==> config.mk <==
export PLATFORM = sky130hd
export DESIGN_NAME = deframer
export DESIGN_NICKNAME = d
export VERILOG_FILES = /design/src/rtl/framing_pkg.sv /design/src/rtl/deframer.sv
export SDC_FILE = /design/constraint.sdc
export NUM_CORES = 1
export LEC_CHECK = 0
export CELL_PAD_IN_SITES_DETAIL_PLACEMENT = 0
export CELL_PAD_IN_SITES_GLOBAL_PLACEMENT = 1
export CORE_MARGIN = 10
export CORE_UTILIZATION = 34
export CTS_CLUSTER_DIAMETER = 30
export DETAILED_ROUTE_END_ITERATION = 10
export PLACE_DENSITY_LB_ADDON = 0.1
export REMOVE_ABC_BUFFERS = 1
export SYNTH_ARGS = -nofsm -noshare
export SYNTH_HDL_FRONTEND = slang
export SYNTH_SLANG_ARGS = --single-unit
==> constraint.sdc <==
create_clock -name aclk -period 2 [get_ports aclk]
set_clock_uncertainty 0.1 [all_clocks]
set_input_delay 0.4 -clock aclk [delete_from_list [all_inputs] [get_ports aclk]]
set_output_delay 0.4 -clock aclk [all_outputs]
set_load 0.01 [all_outputs]
==> src/rtl/framing_pkg.sv <==
// Shared framing constants and deframer state encoding (also used by the framer).
package framing_pkg;

    localparam logic [7:0] DEF_START_BYTE = 8'h7D;
    localparam logic [7:0] DEF_STOP_BYTE  = 8'h7E;

    typedef enum logic [1:0] {
        HUNT  = 2'd0,
        FIRST = 2'd1,
        HOLD  = 2'd2
    } state_t;

endpackage

==> src/rtl/deframer.sv <==
// Strips START/STOP delimiters from an AXI4-Stream byte stream and emits payload packets with tlast.
// Define DEFRAMER_ERR_EN to add initiator_tuser, flagging packets aborted by a repeated START.
module deframer
    import framing_pkg::*;
#(
    parameter logic [7:0] START_BYTE = DEF_START_BYTE,
    parameter logic [7:0] STOP_BYTE  = DEF_STOP_BYTE
) (
    input  logic       aclk,
    input  logic       areset,
    input  logic       target_tvalid,
    output logic       target_tready,
    input  logic [7:0] target_tdata,
    output logic       initiator_tvalid,
    input  logic       initiator_tready,
    output logic [7:0] initiator_tdata,
`ifdef DEFRAMER_ERR_EN
    output logic       initiator_tuser,
`endif
    output logic       initiator_tlast
);

    state_t     state;
    logic [7:0] hold;
    logic       accept;
    logic       is_start;
    logic       is_stop;

    // Only HOLD produces output, so only HOLD has to respect the output register.
    assign target_tready = !areset &&
                           ((state != HOLD) || !initiator_tvalid || initiator_tready);
    assign accept   = target_tvalid && target_tready;
    assign is_start = (target_tdata == START_BYTE);
    assign is_stop  = (target_tdata == STOP_BYTE);

    always_ff @(posedge aclk or posedge areset) begin
        if (areset) begin
            state            <= HUNT;
            hold             <= 8'h00;
            initiator_tvalid <= 1'b0;
            initiator_tdata  <= 8'h00;
            initiator_tlast  <= 1'b0;
`ifdef DEFRAMER_ERR_EN
            initiator_tuser  <= 1'b0;
`endif
        end else begin
            if (initiator_tready)
                initiator_tvalid <= 1'b0;
            if (accept) begin
                case (state)
                    HUNT: begin
                        if (is_start)
                            state <= FIRST;
                    end
                    FIRST: begin
                        if (is_stop) begin
                            state <= HUNT;
                        end else if (!is_start) begin
                            hold  <= target_tdata;
                            state <= HOLD;
                        end
                    end
                    HOLD: begin
                        // The incoming byte decides whether the held byte ends the packet.
                        initiator_tvalid <= 1'b1;
                        initiator_tdata  <= hold;
                        initiator_tlast  <= is_stop || is_start;
`ifdef DEFRAMER_ERR_EN
                        initiator_tuser  <= is_start;
`endif
                        if (is_stop)
                            state <= HUNT;
                        else if (is_start)
                            state <= FIRST;
                        else
                            hold <= target_tdata;
                    end
                    default: state <= HUNT;
                endcase
            end
        end
    end

endmodule

== Yosys cells after proc, flatten, opt, wreduce, memory -nomap -nowiden ==
Index checks and enable logic that the tools add are counted.
W data, S select, Z words.

* Bits in registers: 20
* Bits of input ports: 12
* Output and inout port bits: 11
* Word-level logic and storage cells: 33

* Equal/unequal tests: 6
* Multiplexer cells: 8
* Bitwise operators: 2
* Reduce and logical (&&, ||, !) cells: 12

{| class="wikitable"
|+ Operators with widths
! cell !! number
|-
| $eq A8 B7 Y1 const B || 2
|-
| $mux W2 || 4
|-
| $pmux W2 S3 || 1
|-
| $reduce_and A2 Y1 || 2
|-
| $reduce_and A4 Y1 || 1
|-
| $logic_or A1 B1 Y1 || 3
|-
| $mux W1 || 3
|-
| $ne A3 B3 Y1 const B || 1
|-
| $eq A2 B1 Y1 const B || 1
|-
| $eq A2 B2 Y1 const B || 1
|-
| $logic_and A1 B1 Y1 || 2
|-
| $logic_not A1 Y1 || 2
|-
| $logic_not A2 Y1 || 1
|-
| $ne A2 B2 Y1 const B || 1
|-
| $not A1 Y1 || 2
|-
| $reduce_or A2 Y1 || 1
|}

== Depth between registers and ports, before layout ==
Gate-level depths: netlist of the first run.

* Word-level depth: 6
* Mapped depth: 7
* Depth with buffers taken out: 6

== Least setup slack after synthesis of the first run ==
Ideal clock, no wire load.

* Path kind: reg2reg
* Start: reg state[0]
* End: reg hold[0]
* Setup time: 0.125 ns
* Arrival: 1.778 ns
* Setup slack: -0.003 ns
* Cell stages (with the launch flop): 8
* Period minus slack after synthesis: 2.003 ns
* Cell sequence: dfrtp_1 > inv_1 > ha_1 > and3b_4 > nor3b_4 > and3b_1 > buf_6 > mux2_2

* Word-level cells in the longest chain between the ends: 6
* Elaborated cells on any way between the ends: 9
* Those cells by class: eq/ne (3); reduce/logical (6)

{| class="wikitable"
|+ Ends and longest elaborated chain
! element !! line !! RTL
|-
| start, declared || deframer.sv:23 || <nowiki>state_t state;</nowiki>
|-
| start signal, assigned || deframer.sv:38 || <nowiki>state <= HUNT;</nowiki>
|-
| start signal, assigned || deframer.sv:53 || <nowiki>state <= FIRST;</nowiki>
|-
| start signal, assigned || deframer.sv:57 || <nowiki>state <= HUNT;</nowiki>
|-
| $ne A2 B2 Y1 || deframer.sv:31 || <nowiki>((state != HOLD) || !initiator_tvalid || initiator_tready);</nowiki>
|-
| $logic_or A1 B1 Y1 (2 in a row) || deframer.sv:31 ||
|-
| $logic_and A1 B1 Y1 || deframer.sv:30 || <nowiki>assign target_tready = !areset &&</nowiki>
|-
| $logic_and A1 B1 Y1 || deframer.sv:32 || <nowiki>assign accept = target_tvalid && target_tready;</nowiki>
|-
| $reduce_and A4 Y1 (no line) (*) || - ||
|-
| end signal, assigned || deframer.sv:59 || <nowiki>hold <= target_tdata;</nowiki>
|-
| end signal, assigned || deframer.sv:76 || <nowiki>hold <= target_tdata;</nowiki>
|-
| end, declared || deframer.sv:24 || <nowiki>logic [7:0] hold;</nowiki>
|}

Every way passes the cells marked *; elsewhere a longest branch is shown, timed or not.
A chain may end at the register's enable or synchronous reset.

== Final worst setup path of the first run ==
* Start: in initiator_tready
* End: reg state[1]

* Word-level cells in the longest chain between the ends: 4

{| class="wikitable"
|+ Ends and longest elaborated chain
! element !! line !! RTL
|-
| start, declared || deframer.sv:15 || <nowiki>input logic initiator_tready,</nowiki>
|-
| $logic_or A1 B1 Y1 || deframer.sv:31 ||
|-
| $logic_and A1 B1 Y1 || deframer.sv:30 ||
|-
| $logic_and A1 B1 Y1 || deframer.sv:32 ||
|-
| $reduce_and A2 Y1 (no line) || - ||
|}

No other way between the ends.

==> metrics, run 1 <==
relative area change from synthesis to final layout 43.4%; detailed-route vias per instance 4.90; number of cells produced by synthesis 69; primary flip-flop cell chosen by synthesis mapping dfrtp_1; final period demand of the worst path 1.95 ns; Worst Hold Class primary input to async pin; setup repair after global routing missed its margin yes; worst-margin pin slew 0.410 ns; overall die width 73.0 um; io pins 23; library cell occupying the most area in the post-synthesis netlist dfrtp_1; floorplan core area 2710 um^2; via count of the first global-routing pass 716; CTS H-tree lvls 1; type of destination of the critical path flip-flop; antenna cells 0; fraction of layout instances using a drive strength above 1 42.1%; worst-case register-to-register setup slack 0.06 ns; share of the synthesized area in compound gates (AO/OA/AOI/OAI) 6.30%; Synthesis Warnings 0; maximum clock path buffer count 2; initial antenna violation count 0; clock-pin slew on the worst setup and hold paths 0.12 ns; post-detailed-route wirelength per cell 15.0 um; global-route wire length before repair 3.39 mm; Detail Route Antenna Nets 0; register area share after synthesis 52.5%; largest voltage drop on the vdd net 0.654 mV; pin count of the biggest net entering global routing 21; data arrival time of the worst path 2.10 ns; endpoint of the worst setup timing path state[1]; largest fanout on the critical path 4; slew margin rel. 72.3%; worst-case reg-to-reg path depth 6; Worst setup SP type primary input; pre-CTS WS -0.306 ns; insertion delay of the later-clocked pin in the worst-skew pair 0.30 ns; synthesized cell area 953 um^2; final max-slew violation count 0; via count of the routed design 676; DRC marker count from the first detailed-route iteration 27; Clock Root Buffer clkbuf_4; gr usage total 8.14%; most used cells in the layout excluding fill and tap cells clkdlybuf4s50_1 (21), dfrtp_1 (20), mux2_2 (17); number of endpoints failing setup at the final stage 0; share of flip-flops with an asynchronous set or reset after synthesis 100%; total half-perimeter wirelength after legalization and detailed placement 1.55 mm; static leakage 0.594 nW; post-synthesis share of cell area spent on xor and xnor gates 0.919%; largest cells by area after synthesis dfrtp_1 (52%), mux2_2 (20%), ha_1 (5.2%); # clock sinks 20; reported max-cap violation count 0; port bufs 22; commonest non-fill, non-tap cell in the layout clkdlybuf4s50_1; simple logic cell fraction of the synthesized area 11.8%; Crit path required time 2.15 ns; synthesized area divided by synthesized cell count 13.8 um^2; post-route worst setup slack 0.0540 ns; setup total negative slack 0 ns; outcome complete, no violations; Post-synth EDFFs 0; number of buffers inserted for hold repair after clock tree synthesis 0; dominant combinational cell family by area after synthesis multiplexers; First-pass DRT Iterations 4; reg-to-reg critical path startpoint state[1]; total grt overflow 0; period utilisation layout 97.3%; mux cell area share after synthesis 20.1%; post-synth cell types 24; TritonCTS clock tree built; count of standard-cell rows 19; power per standard cell area 1310 nW/um^2; final hold viol count 0; achievable frequency 514 MHz; FF+latch count, synth 20; launch point of the worst path initiator_tready; starting density of the core 35.2%; die area 5320 um^2; CTS buffer count 3; arithmetic-cell share of the synthesized area counting full adders, half adders and majority gates 5.25%; overall routed net length 2.07 mm; endpoint of the most critical register-to-register path state[1]; top-area cell type share of the netlist area 52.5%; worst setup path category primary input to flip-flop; GP Congestion 0.691; detailed-route DRC error count 0; die height 73.0 um; Final Net Count 124
## cells by family after synthesis
kind of cell	after synthesis
flip-flops	20
adder cells (fa/ha/maj)	4
AO/OA/AOI/OAI	8
buffers and inverters	6
XOR/XNOR	1
multiplexers	17
AND/OR/NAND/NOR	13
## area by class of cell
cell class	instances	area [um^2]
clock buffers	3	22.5
clock inverters	1	30.0
fillers	267	1340
inverters	5	18.8
multi-input cells	43	440
flip-flops and latches	20	500
well taps	31	38.8
repair buffers	35	317
## metal layers
layer	GRT usage [%]	vias up	routed length, um
met4	3.80	0	17
li1	-	326	-
met5	0	-	0
met3	4.08	2	174
met2	11.8	15	926
met1	9.72	333	950
## repair_timing
action / CTS / global route
resized for setup: 3 / 6
pin swaps: 0 / 1
setup endpoints to repair: 9 / 10
buffers inserted: 1 / 1
hold endpoints to repair: 0 / 0
## cell usage after synthesis (all sizes together), types with 2 or more instances
cell type and n:
a31oi 2, and3b 2, dfrtp 20, ha 4
inv 5, mux2 17, nand2 2, o21ai 2
or4b 2
## flip-flops by register name, summed over array words and instances (netlist names)
signal / flops
hold: 8
initiator_tvalid: 1
state: 2
initiator_tdata: 8
initiator_tlast: 1
## stage by stage
| step | hold WS (ns) | cell area (um^2) | utilization [%] | cells | power (W) |
|---|---|---|---|---|---|
| after detailed placement | 0.393 | 1280 | 47.4 | 132 | 0.00144 |
| after global placement | 0.388 | 1280 | 47.4 | 132 | 0.00143 |
| after floorplan | 0.264 | 942 | - | 68 | 0.00106 |
| final | 0.418 | 1370 | 50.5 | 138 | 0.00179 |
| after global routing | 0.438 | 1370 | 50.5 | 138 | 0.00192 |
| after CTS | 0.422 | 1350 | 49.7 | 137 | 0.00179 |
## critical path: stages
cell and delay (ns):
clkdlybuf4s50_1 0.49, and3b_4 0.22, nor3b_4 0.22, buf_6 0.14, or4b_4 0.44, a21bo_2 0.19
## how the worst min path moves through the flow
| stage | to | slack, ns | start | depth (start not counted) |
|---|---|---|---|---|
| 3_3_place_gp | initiator_tdata[5] | 0.39 | initiator_tdata[5] | 1 |
| 5_1_grt | initiator_tdata[3] | 0.44 | initiator_tdata[3] | 1 |
| 2_1_floorplan | hold[0] | 0.26 | areset | 1 |
| 4_1_cts | initiator_tdata[3] | 0.42 | initiator_tdata[3] | 1 |
| 6_report | initiator_tvalid | 0.42 | areset | 3 |
| 3_5_place_dp | initiator_tdata[3] | 0.39 | initiator_tdata[3] | 1 |
## where the power goes
part / switching (W) / leakage, nW / internal [W]
Clock: 0.000130 / 0.0279 / 0.000202
Combinational: 0.000280 / 0.322 / 0.000486
Sequential: 0.0000970 / 0.245 / 0.000590
No activity file was read; power rests on OpenSTA's default activity.
==> run 2: changes to the inputs <==
Settings changed: ABC_CLOCK_PERIOD_IN_PS set to 2000.
==> results of run 2 <==
Final layout, timing and power as in run 1 (identical DEF).
